## config.mk

```make
export PLATFORM = sky130hd
export DESIGN_NAME = pipe_reg_mw
export DESIGN_NICKNAME = d
export VERILOG_FILES = /design/src/rtl/pipe_reg_mw.sv
export SDC_FILE = /design/constraint.sdc
export NUM_CORES = 1
export LEC_CHECK = 0
export BUFFER_PORTS_ARGS = -buffer_cell sky130_fd_sc_hd__buf_4
export CORE_ASPECT_RATIO = 1.1
export CORE_MARGIN = 5
export CORE_UTILIZATION = 51
export DETAILED_ROUTE_END_ITERATION = 6
export PLACE_DENSITY = 0.86
export SLEW_MARGIN = 10
export SYNTH_ARGS = -nofsm -noshare
export SYNTH_HDL_FRONTEND = slang
export SYNTH_SLANG_ARGS = --single-unit
```

## constraint.sdc

```tcl
create_clock -name clk -period 6 [get_ports clk]
set_clock_uncertainty 0.1 [all_clocks]
set_input_delay 0.3 -clock clk [delete_from_list [all_inputs] [get_ports clk]]
set_output_delay 0.3 -clock clk [all_outputs]
set_load 0.05 [all_outputs]
```

## src/rtl/pipe_reg_mw.sv

```systemverilog
// MEM/WB-class pipeline register: DEPTH stages carrying an instruction bundle,
// with stall/flush control, in-flight destination lookup and perf counters.
module pipe_reg_mw #(
  parameter int                DATA_W      = 32,
  parameter int                ADDR_W      = 32,
  parameter int                RA_W        = 5,
  parameter int                TYPE_W      = 4,
  parameter int                DEPTH       = 1,
  parameter logic [ADDR_W-1:0] PC_RESET    = 32'h0000_3000,
  parameter logic [TYPE_W-1:0] TYPE_BUBBLE = 4'd0,
  parameter int                CNT_W       = 32
) (
  input  logic              clk,
  input  logic              reset,
  input  logic              stall,
  input  logic              flush,
  input  logic              valid_in,
  input  logic [ADDR_W-1:0] ir_in,
  input  logic [ADDR_W-1:0] pc_in,
  input  logic [DATA_W-1:0] wb_in,
  input  logic [RA_W-1:0]   rw_in,
  input  logic [TYPE_W-1:0] type_in,
  input  logic              regwr_in,
  output logic              valid_out,
  output logic [ADDR_W-1:0] ir_out,
  output logic [ADDR_W-1:0] pc_out,
  output logic [DATA_W-1:0] wb_out,
  output logic [RA_W-1:0]   rw_out,
  output logic [TYPE_W-1:0] type_out,
  output logic              regwr_out,
  input  logic [RA_W-1:0]   query_ra,
  output logic              query_hit,
  output logic [DATA_W-1:0] query_data,
  output logic [CNT_W-1:0]  retired_cnt,
  output logic [CNT_W-1:0]  stall_cnt
);

  localparam int LAST = DEPTH - 1;

  generate
    if (DEPTH < 1 || DEPTH > 4) begin : g_bad_depth
      $fatal(1, "pipe_reg_mw: DEPTH must be in 1..4");
    end
  endgenerate

  // Index 0 is the youngest stage, LAST drives the outputs.
  logic              valid_q [DEPTH];
  logic [ADDR_W-1:0] ir_q    [DEPTH];
  logic [ADDR_W-1:0] pc_q    [DEPTH];
  logic [DATA_W-1:0] wb_q    [DEPTH];
  logic [RA_W-1:0]   rw_q    [DEPTH];
  logic [TYPE_W-1:0] type_q  [DEPTH];
  logic              regwr_q [DEPTH];

  logic [CNT_W-1:0]  retired_q;
  logic [CNT_W-1:0]  stall_q;

  always_ff @(posedge clk) begin
    if (reset || flush) begin
      for (int k = 0; k < DEPTH; k++) begin
        valid_q[k] <= 1'b0;
        ir_q[k]    <= '0;
        pc_q[k]    <= PC_RESET;
        wb_q[k]    <= '0;
        rw_q[k]    <= '0;
        type_q[k]  <= TYPE_BUBBLE;
        regwr_q[k] <= 1'b0;
      end
    end else if (!stall) begin
      valid_q[0] <= valid_in;
      ir_q[0]    <= ir_in;
      pc_q[0]    <= pc_in;
      wb_q[0]    <= wb_in;
      rw_q[0]    <= rw_in;
      type_q[0]  <= type_in;
      regwr_q[0] <= regwr_in & valid_in;
      for (int k = 1; k < DEPTH; k++) begin
        valid_q[k] <= valid_q[k-1];
        ir_q[k]    <= ir_q[k-1];
        pc_q[k]    <= pc_q[k-1];
        wb_q[k]    <= wb_q[k-1];
        rw_q[k]    <= rw_q[k-1];
        type_q[k]  <= type_q[k-1];
        regwr_q[k] <= regwr_q[k-1];
      end
    end

    // A valid bundle discarded by flush never counts as retired.
    if (reset) begin
      retired_q <= '0;
      stall_q   <= '0;
    end else if (!flush) begin
      if (stall)
        stall_q <= stall_q + CNT_W'(1);
      else if (valid_q[LAST])
        retired_q <= retired_q + CNT_W'(1);
    end
  end

  assign valid_out   = valid_q[LAST];
  assign ir_out      = ir_q[LAST];
  assign pc_out      = pc_q[LAST];
  assign wb_out      = wb_q[LAST];
  assign rw_out      = rw_q[LAST];
  assign type_out    = type_q[LAST];
  assign regwr_out   = regwr_q[LAST] & valid_q[LAST];
  assign retired_cnt = retired_q;
  assign stall_cnt   = stall_q;

  // Scan oldest to youngest so the youngest match overwrites older ones.
  always_comb begin
    query_hit  = 1'b0;
    query_data = '0;
    for (int k = DEPTH - 1; k >= 0; k--) begin
      if (valid_q[k] && regwr_q[k] && (rw_q[k] == query_ra) && (query_ra != '0)) begin
        query_hit  = 1'b1;
        query_data = wb_q[k];
      end
    end
  end

endmodule
```

* After elaboration in Yosys (flattened, before gate mapping)
Memories as Yosys holds them, arrays and structs flattened.
Cells that the tools add are included.
** Operators by class
- $add $sub $neg :: 2
- Equality and inequality tests :: 1
- Multiplexer cells :: 21
- Bitwise gates (word level) :: 4
- Reductions and logical operators :: 14
** Operators with widths (count)
- $mux 32 :: 4
- $reduce_or 32->1 :: 3
- $add 32x1->32 const B :: 2
- $mux 1 :: 15
- $eq 5x5->1 :: 1
- $mux 5 :: 1
- $reduce_bool 5->1 :: 1
- $reduce_or 5->1 :: 1
- $mux 4 :: 1
- $reduce_or 4->1 :: 1
- $logic_and 1x1->1 :: 3
- $reduce_and 3->1 :: 1
- $and 1x1->1 :: 2
- $not 1->1 :: 2
- $reduce_and 2->1 :: 1
- $reduce_or 1->1 :: 2
- $logic_or 1x1->1 :: 1
** Word-level totals
- Flip-flop bits (word level) :: 64
- Memory bits (writable) :: 107
- Input bits :: 116
- Output and inout port bits :: 204
- Memories kept :: 7
** Memory list
- ir_q :: depth 1, width 32, rd ports 1, clocked after memory_dff 0, wr ports 1, RTL line 48 : logic [ADDR_W-1:0] ir_q [DEPTH];
- pc_q :: depth 1, width 32, rd ports 1, clocked after memory_dff 0, wr ports 1, RTL line 49 : logic [ADDR_W-1:0] pc_q [DEPTH];
- wb_q :: depth 1, width 32, rd ports 1, clocked after memory_dff 0, wr ports 1, RTL line 50 : logic [DATA_W-1:0] wb_q [DEPTH];
- rw_q :: depth 1, width 5, rd ports 1, clocked after memory_dff 0, wr ports 1, RTL line 51 : logic [RA_W-1:0] rw_q [DEPTH];
- type_q :: depth 1, width 4, rd ports 1, clocked after memory_dff 0, wr ports 1, RTL line 52 : logic [TYPE_W-1:0] type_q [DEPTH];
- regwr_q :: depth 1, width 1, rd ports 1, clocked after memory_dff 0, wr ports 1, RTL line 53 : logic regwr_q [DEPTH];
- +1 memories

* Depth between registers and ports, before layout
Gate-level depths: netlist (run 1).
- Depth after elaboration :: 5
- Depth in mapped cells :: 7
- Mapped depth without buffers :: 6

* Worst setup path after synthesis (run 1)
No wires, ideal clock.
- Path kind :: input to register
- Start point :: input port reset
- End point :: memory ir_q[0][0], enable pin
- Data arrival time :: 3.170 ns
- Data required time :: 5.416 ns
- Setup slack :: 2.246 ns
- Stages :: 2
- Path through :: clkbuf_1 -> nand2b_1
** On the way
- Longest elaborated chain between the ends :: 5
** RTL lines
- from (decl) :: RTL line 14 : input logic reset,
- $logic_or 1x1->1 * :: RTL line 59 : if (reset || flush) begin
- $mux 1 :: RTL line 59
- $mux 1 (implied by the code) :: RTL line 71 : ir_q[0] <= ir_in;
- $reduce_or 32->1 (no line)
- $mux 1 (no line) *
- to (decl) :: RTL line 48
Every way passes the cells marked *; elsewhere a longest branch is shown, timed or not.

* Worst setup path after layout (run 1)
- Start point :: memory rw_q[0][3]
- End point :: output port query_data[3]
** On the way
- Longest elaborated chain between the ends :: 5
** RTL lines
- from (decl) :: RTL line 51
- $mem_v2 1x5
- $eq 5x5->1 :: RTL line 115 : if (valid_q[k] && regwr_q[k] && (rw_q[k] == query_ra) && (query_ra != '0)) begin
- $logic_and 1x1->1 (2 in series) :: RTL line 115
- $mux 32 :: RTL line 115
- to (decl) :: RTL line 33 : output logic [DATA_W-1:0] query_data,
Every way passes these cells.

==> reports/metrics.yaml, run 1 <==
cts:
  clockBufferDepth: 2
  cts-resized-gates: 0
  clock_sink_count: 171
  cts.clk_slew.worst_paths_ns: 0.06
  cts_post_setup_buffers_inserted: 0
  cts_made_buffers: 17
  tritoncts: "done"
  clock_insertion_delay_worst_skew_ns: 0.42
  cts-hold-fix-buffers: 0
  cts-root-buf: "clkbuf_16"
  h-tree-depth: 4
critical_path:
  cp.arrival_ns: 2.43
  crit_fanout: 23
  kind_of_start_point_of_the_critical_path: "flip-flop"
  worstReg2RegEnd: "retired_cnt[30]"
  path_class: "flip-flop to output pin"
  timing.critical_path.required_ns: 5.60
  setup.reg_to_reg.worst_slack_ns: 3.81
  rr_worst_depth: 5
  critical_path.startpoint: "rw_q[0][3]"
  worstSetupEndpointType: "output pin"
  regToRegStartpoint: "valid_q[0]"
detailed_routing:
  post_drt_via_cell_ratio: 4.997
  drt_iter0_markers: 415
  route.detailed.wl_per_inst_um: 17.85
  drt_first_pass_iters: 5
  remaining_drc_errors: 0
  num_vias: 5627
  drt.antenna.violating_nets: 0
  wirelength_um: 20100
min_path:
  hold_sp: "pc_in[13]"
  min_delay_worst_endpoint: "pc_q[0][13]"
  whs_path_depth: 2
  hold_path.class: "primary input to flip-flop"
timing:
  achievable-frequency_mhz: 353.1
  finalHoldViolCount: 0
  setup_repair_after_global_routing_missed_its_margin: "false"
  finalSetupViolCount: 0
  layout_min_cycle_time_ns: 2.832
  slew_headroom: 0.4588
  fin_crit_sh: 0.4720
  setup_tns_ns: 0
  timing_max_transition_violations_final: 0
  worst_pin_slew_ns: 0.8045
synthesis:
  post_synth_instance_area_um2: 7092
  synth_warnings: 0
  synth_nets: 725
  synth.avg_cell_area_um2: 11.68
  flip_flop_and_latch_count_after_synthesis: 171
  yosysSeqAreaShare: 0.6337
  syn_inst: 607
  synth_cell_types: 33
outcome:
  result_of_the_run: "finished clean"
layout:
  layout_fillers: 972
  layout.core_utilization: 0.7467
  layout.cells.most_common_list: "buf_4, and2_1, edfxtp_1"
  layout_commonest_cell: "buf_4"
  proportion_of_layout_cells_with_a_drive_suffix_above_1: 0.3849
  design.final.nets: 1044
  antenna_cells_inserted: 0
  areaGrowthSynthToFinish_pct: 44.65
global_route:
  initial_antenna_violation_count: 0
  grt_pass1_vias: 5447
  grt_max_degree: 72
  global_route.usage.total: 0.2408
  globalRouteOverflowTotal: 0
  grt_first_pass_wirelength_um: 29550
floorplan:
  start_util: 0.5162
  die_footprint_um2: 16370
  placement_rows: 45
  floorplan.die.width_um: 122.4
  die_y_um: 133.7
  boundaryPins: 320
  core_area_um2: 13740
power:
  power-per-cell-area_nw_per_um2: 267.6
  leakage_nw: 4.575
  vdd.ir_drop.worst_mv: 0.1976
  totalPowerFinal_mw: 2.746
job:
  maxCapViolations: 0
placement:
  gpl.final_weighted_congestion: 0.8469
  place.port_buffers: 319
  dp.final_hpwl_um: 15060
synthesized netlist by cell type:
cell type,number,share of area
a21oi_1,9,0.0064
nand2_1,27,0.014
inv_1,4,0.0021
ha_1,2,0.0035
and2_1,139,0.12
nand2b_1,3,0.0026
edfxtp_1,107,0.45
and3_1,12,0.011
nand3_1,18,0.013
o21ba_2,1,0.0014
nand4b_1,2,0.0025
or3_1,7,0.0062
or3b_1,1,0.0012
nor3b_1,1,0.0011
nor3_2,1,0.0014
o21ai_0,7,0.0049
dfxtp_1,64,0.18
nor3_1,10,0.0071
nand3b_1,1,0.0011
nor2_1,64,0.034
nor2b_1,1,0.00088
xor2_1,37,0.046
mux2i_1,1,0.0014
nor3_4,2,0.0046
clkbuf_1,23,0.012
nand4_1,28,0.025
xnor2_1,21,0.026
and4_1,1,0.0012
buf_6,1,0.0016
o21a_1,1,0.0011
nor4_1,8,0.0071
or2_2,1,0.00088
nand4_2,2,0.0035
how the worst max path moves through the flow:
| stage | to | slack [ns] |
|---|---|---|
| after floorplan | ir_q[0][0] | 2.25 |
| after detailed placement | ir_q[0][16] | 3.21 |
| after CTS | query_data[3] | 3.10 |
| after global placement | ir_q[0][10] | 3.22 |
| final | query_data[3] | 3.17 |
| after global routing | query_data[2] | 3.00 |
cell type report:
type,count,area (um^2),area share
Clock buffer,17,425.4,0.04147
Timing Repair Buffer,324,2432,0.2371
Inverter,4,15.01,0.001464
Sequential cell,171,4494,0.4381
Multi-Input combinational cell,408,2502,0.2439
Tap cell,188,235.2,0.02293
Clock inverter,14,153.9,0.01500
registers in the layout (all words and copies together), names as in the netlist:
signal       count
ir_q            32
pc_q            32
regwr_q          1
retired_cnt     32
rw_q             5
stall_cnt       32
type_q           4
valid_q          1
wb_q            32
worst max-delay path: stages, from the launching register on:
cell,delay (ns)
edfxtp_1,0.43
xnor2_1,0.20
nand3_1,0.11
nor3_2,0.53
buf_4,0.34
and2_1,0.17
buf_4,0.20
stage by stage:
stage               cells  area (um^2)  hold slack (ns)  worst slack [ns]
detailed placement   1095         9679           0.3797             3.215
finish               1126        10260          0.04239             3.168
global placement     1095         9679           0.3707             3.216
floorplan             607         7092           0.3778             2.246
global route         1126        10260          0.03359             2.996
CTS                  1126        10260          0.02734             3.103
per-layer routing:
metal,wire (um),global-route usage,part of all wire
met5,0,0,0
met4,620,0.09708,0.031
met3,1988,0.1049,0.099
met2,10240,0.4106,0.51
met1,7247,0.2611,0.36
cell families after synthesis:
family	count (synthesis)	share of synthesized area
AOI/OAI and AO/OA	18	0.01376
adders and majority gates	2	0.003528
muxes	1	0.001411
DFF	171	0.6337
and+or+nand+nor	329	0.2601
buffers and inverters	28	0.01588
xor gates and xnor gates	58	0.07163
power by group:
part | internal (mW) | total [mW] | leakage (nW) | switching, mW
Combinational | 0.119 | 0.350 | 2.56 | 0.231
Sequential | 1.30 | 1.32 | 1.74 | 0.0216
Clock | 0.645 | 1.08 | 0.275 | 0.434
No activity file was read; power rests on OpenSTA's default activity.
==> inputs of run 2 (changes only) <==
--- a/config.mk
+++ b/config.mk
@@ -8,9 +8,9 @@
 export BUFFER_PORTS_ARGS = -buffer_cell sky130_fd_sc_hd__buf_4
 export CORE_ASPECT_RATIO = 1.1
 export CORE_MARGIN = 5
-export CORE_UTILIZATION = 51
+export CORE_UTILIZATION = 43
 export DETAILED_ROUTE_END_ITERATION = 6
-export PLACE_DENSITY = 0.86
+export PLACE_DENSITY = 0.77
 export SLEW_MARGIN = 10
 export SYNTH_ARGS = -nofsm -noshare
 export SYNTH_HDL_FRONTEND = slang
==> constraint.sdc (replaced) <==
create_clock -name clk -period 2.6 [get_ports clk]
set_clock_uncertainty 0.1 [all_clocks]
set_input_delay 0.13 -clock clk [delete_from_list [all_inputs] [get_ports clk]]
set_output_delay 0.13 -clock clk [all_outputs]
set_load 0.05 [all_outputs]
==> reports/metrics.yaml, run 2 (synthesis gave the netlist of run 1 again) <==
critical_path:
  cp_slowest_stage_delay_ns: 0.44
  critical-path-top-cell-by-count: "buf_4"
  kind_of_start_point_of_the_critical_path: "flip-flop"
  crit_slowest_cell: "edfxtp_1"
  crit_fanout: 33
  timing.critical_path.required_ns: 2.37
  critical_path_buf_inv_count: 2
  worstSetupEndpointType: "output pin"
  critical_path.cell_chain: "xnor2_1 -> nand3_1 -> nor3_2 -> buf_4 -> and2_1 -> buf_4"
  critPathTopFamily: "buffers and inverters"
  cp.arrival_ns: 2.07
  path_class: "flip-flop to output pin"
placement:
  dp.final_hpwl_um: 15450
  placed_cell_area_um2: 9761
  place.port_buffers: 319
  gpl.final_weighted_congestion: 0.8497
timing:
  setup_tns_ns: 0
  slew_headroom: 0.5340
  worst_pin_slew_ns: 0.6936
  achievable-frequency_mhz: 435.1
  fin_crit_sh: 0.8839
  finalSetupViolCount: 0
  finalHoldViolCount: 0
  worst_hold_slack_ns: 0.02690
  timing_max_transition_violations_final: 0
  layout_min_cycle_time_ns: 2.298
  setup_repair_after_global_routing_missed_its_margin: "false"
detailed_routing:
  remaining_drc_errors: 0
  wl_met2_um: 11920
  drt_iter0_markers: 301
  drt_first_pass_iters: 5
  route.detailed.wl_per_inst_um: 18.60
  drt.antenna.violating_nets: 0
  num_vias: 6246
  post_drt_via_cell_ratio: 4.969
  m1WireLength_um: 8508
  met3_length_um: 2239
  routed.top_layer: "met4"
  wirelength_um: 23380
job:
  maxCapViolations: 0
cts:
  cts_made_buffers: 17
  cts-root-buf: "clkbuf_16"
  clock_sink_count: 171
  h-tree-depth: 4
  clockBufferDepth: 2
  cts.clk_slew.worst_paths_ns: 0.07
  cts-resized-gates: 0
  tritoncts: "done"
  cts_post_setup_buffers_inserted: 0
  cts-hold-fix-buffers: 109
  clock_insertion_delay_worst_skew_ns: 0.41
global_route:
  grt_max_degree: 108
  global_route.usage.total: 0.2423
  grt_pass1_vias: 6329
  initial_antenna_violation_count: 2
  globalRouteOverflowTotal: 0
  grt_first_pass_wirelength_um: 35750
layout:
  layout_commonest_cell: "buf_4"
  layout_fillers: 1119
  areaGrowthSynthToFinish_pct: 61.52
  layout.cells.most_common_list: "buf_4, and2_1, dlygate4sd3_1"
  design.final.nets: 1156
  proportion_of_layout_cells_with_a_drive_suffix_above_1: 0.3492
  fin_area_um2: 11450
floorplan:
  start_util: 0.4349
  die_footprint_um2: 19160
  placement_rows: 49
  core_area_um2: 16310
  floorplan.die.width_um: 132.4
  die_y_um: 144.7
  boundaryPins: 320
power:
  leakage_nw: 5.071
  totalPowerFinal_mw: 6.625
  power-per-cell-area_nw_per_um2: 578.3
  vdd.ir_drop.worst_mv: 0.4931
outcome:
  result_of_the_run: "finished clean"
min_path:
  hold_path.class: "primary input to flip-flop"
-- run 2: changes by cell type in the layout (fill, tap and decap cells not counted), sizes merged --
cell / before / now
clkbuf: 17 / 19
inv: 5 / 7
buf: 324 / 327
diode: 0 / 2
dlygate4sd3: 0 / 109
clkinv: 7 / 4
-- run 2: layout make-up --
class                      instances  area (um^2)  area share
sequential                       171         4494      0.3924
timing repair buffer             436         3583      0.3128
multi-input combinational        408         2504      0.2186
clock buffer                      19        432.9     0.03779
tap                              204        255.2     0.02228
clock inverter                    13        165.2     0.01442
inverter                           4        15.01    0.001311
antenna                            2        5.005   0.0004369
-- run 2: metal layers --
| layer | GRT usage | vias up |
|---|---|---|
| met5 | 0 | - |
| met1 | 0.2721 | 2976 |
| met4 | 0.09573 | 0 |
| li1 | - | 2958 |
| met2 | 0.4198 | 264 |
| met3 | 0.09405 | 48 |
-- run 2: final timing paths --
check	startpoint	endpoint	slack, ns	depth (start not counted)
worst max-delay path	rw_q[0][3]	query_data[7]	0.30	6
worst min-delay path	stall	retired_cnt[0]	0.03	4
worst max register to register	valid_q[0]	retired_cnt[30]	0.47	5
worst min register to register	retired_cnt[31]	retired_cnt[31]	0.39	2
-- run 2: power by group --
| part | internal (mW) | switching (mW) | total, mW | leakage, nW |
|---|---|---|---|---|
| combinational | 0.388 | 0.579 | 0.967 | 3.05 |
| sequential | 2.99 | 0.0548 | 3.04 | 1.74 |
| clock | 1.52 | 1.09 | 2.62 | 0.282 |
| total | 4.90 | 1.73 | 6.62 | 5.07 |
-- run 2: through the flow --
step	util	worst slack, ns	std cells
floorplan	-	0.06487	607
global placement	0.5985	0.5091	1114
global route	0.7024	0.1419	1257
detailed placement	0.5985	0.4908	1114
finish	0.7024	0.3018	1257
CTS	0.7021	0.3046	1255
-- run 2: worst register-to-register path, stage by stage, from the launching register on --
cell and delay, ns:
edfxtp_1 0.36, or3b_1 0.52, nor3_4 0.37, nand4_2 0.19
or3_1 0.38, a21oi_1 0.14
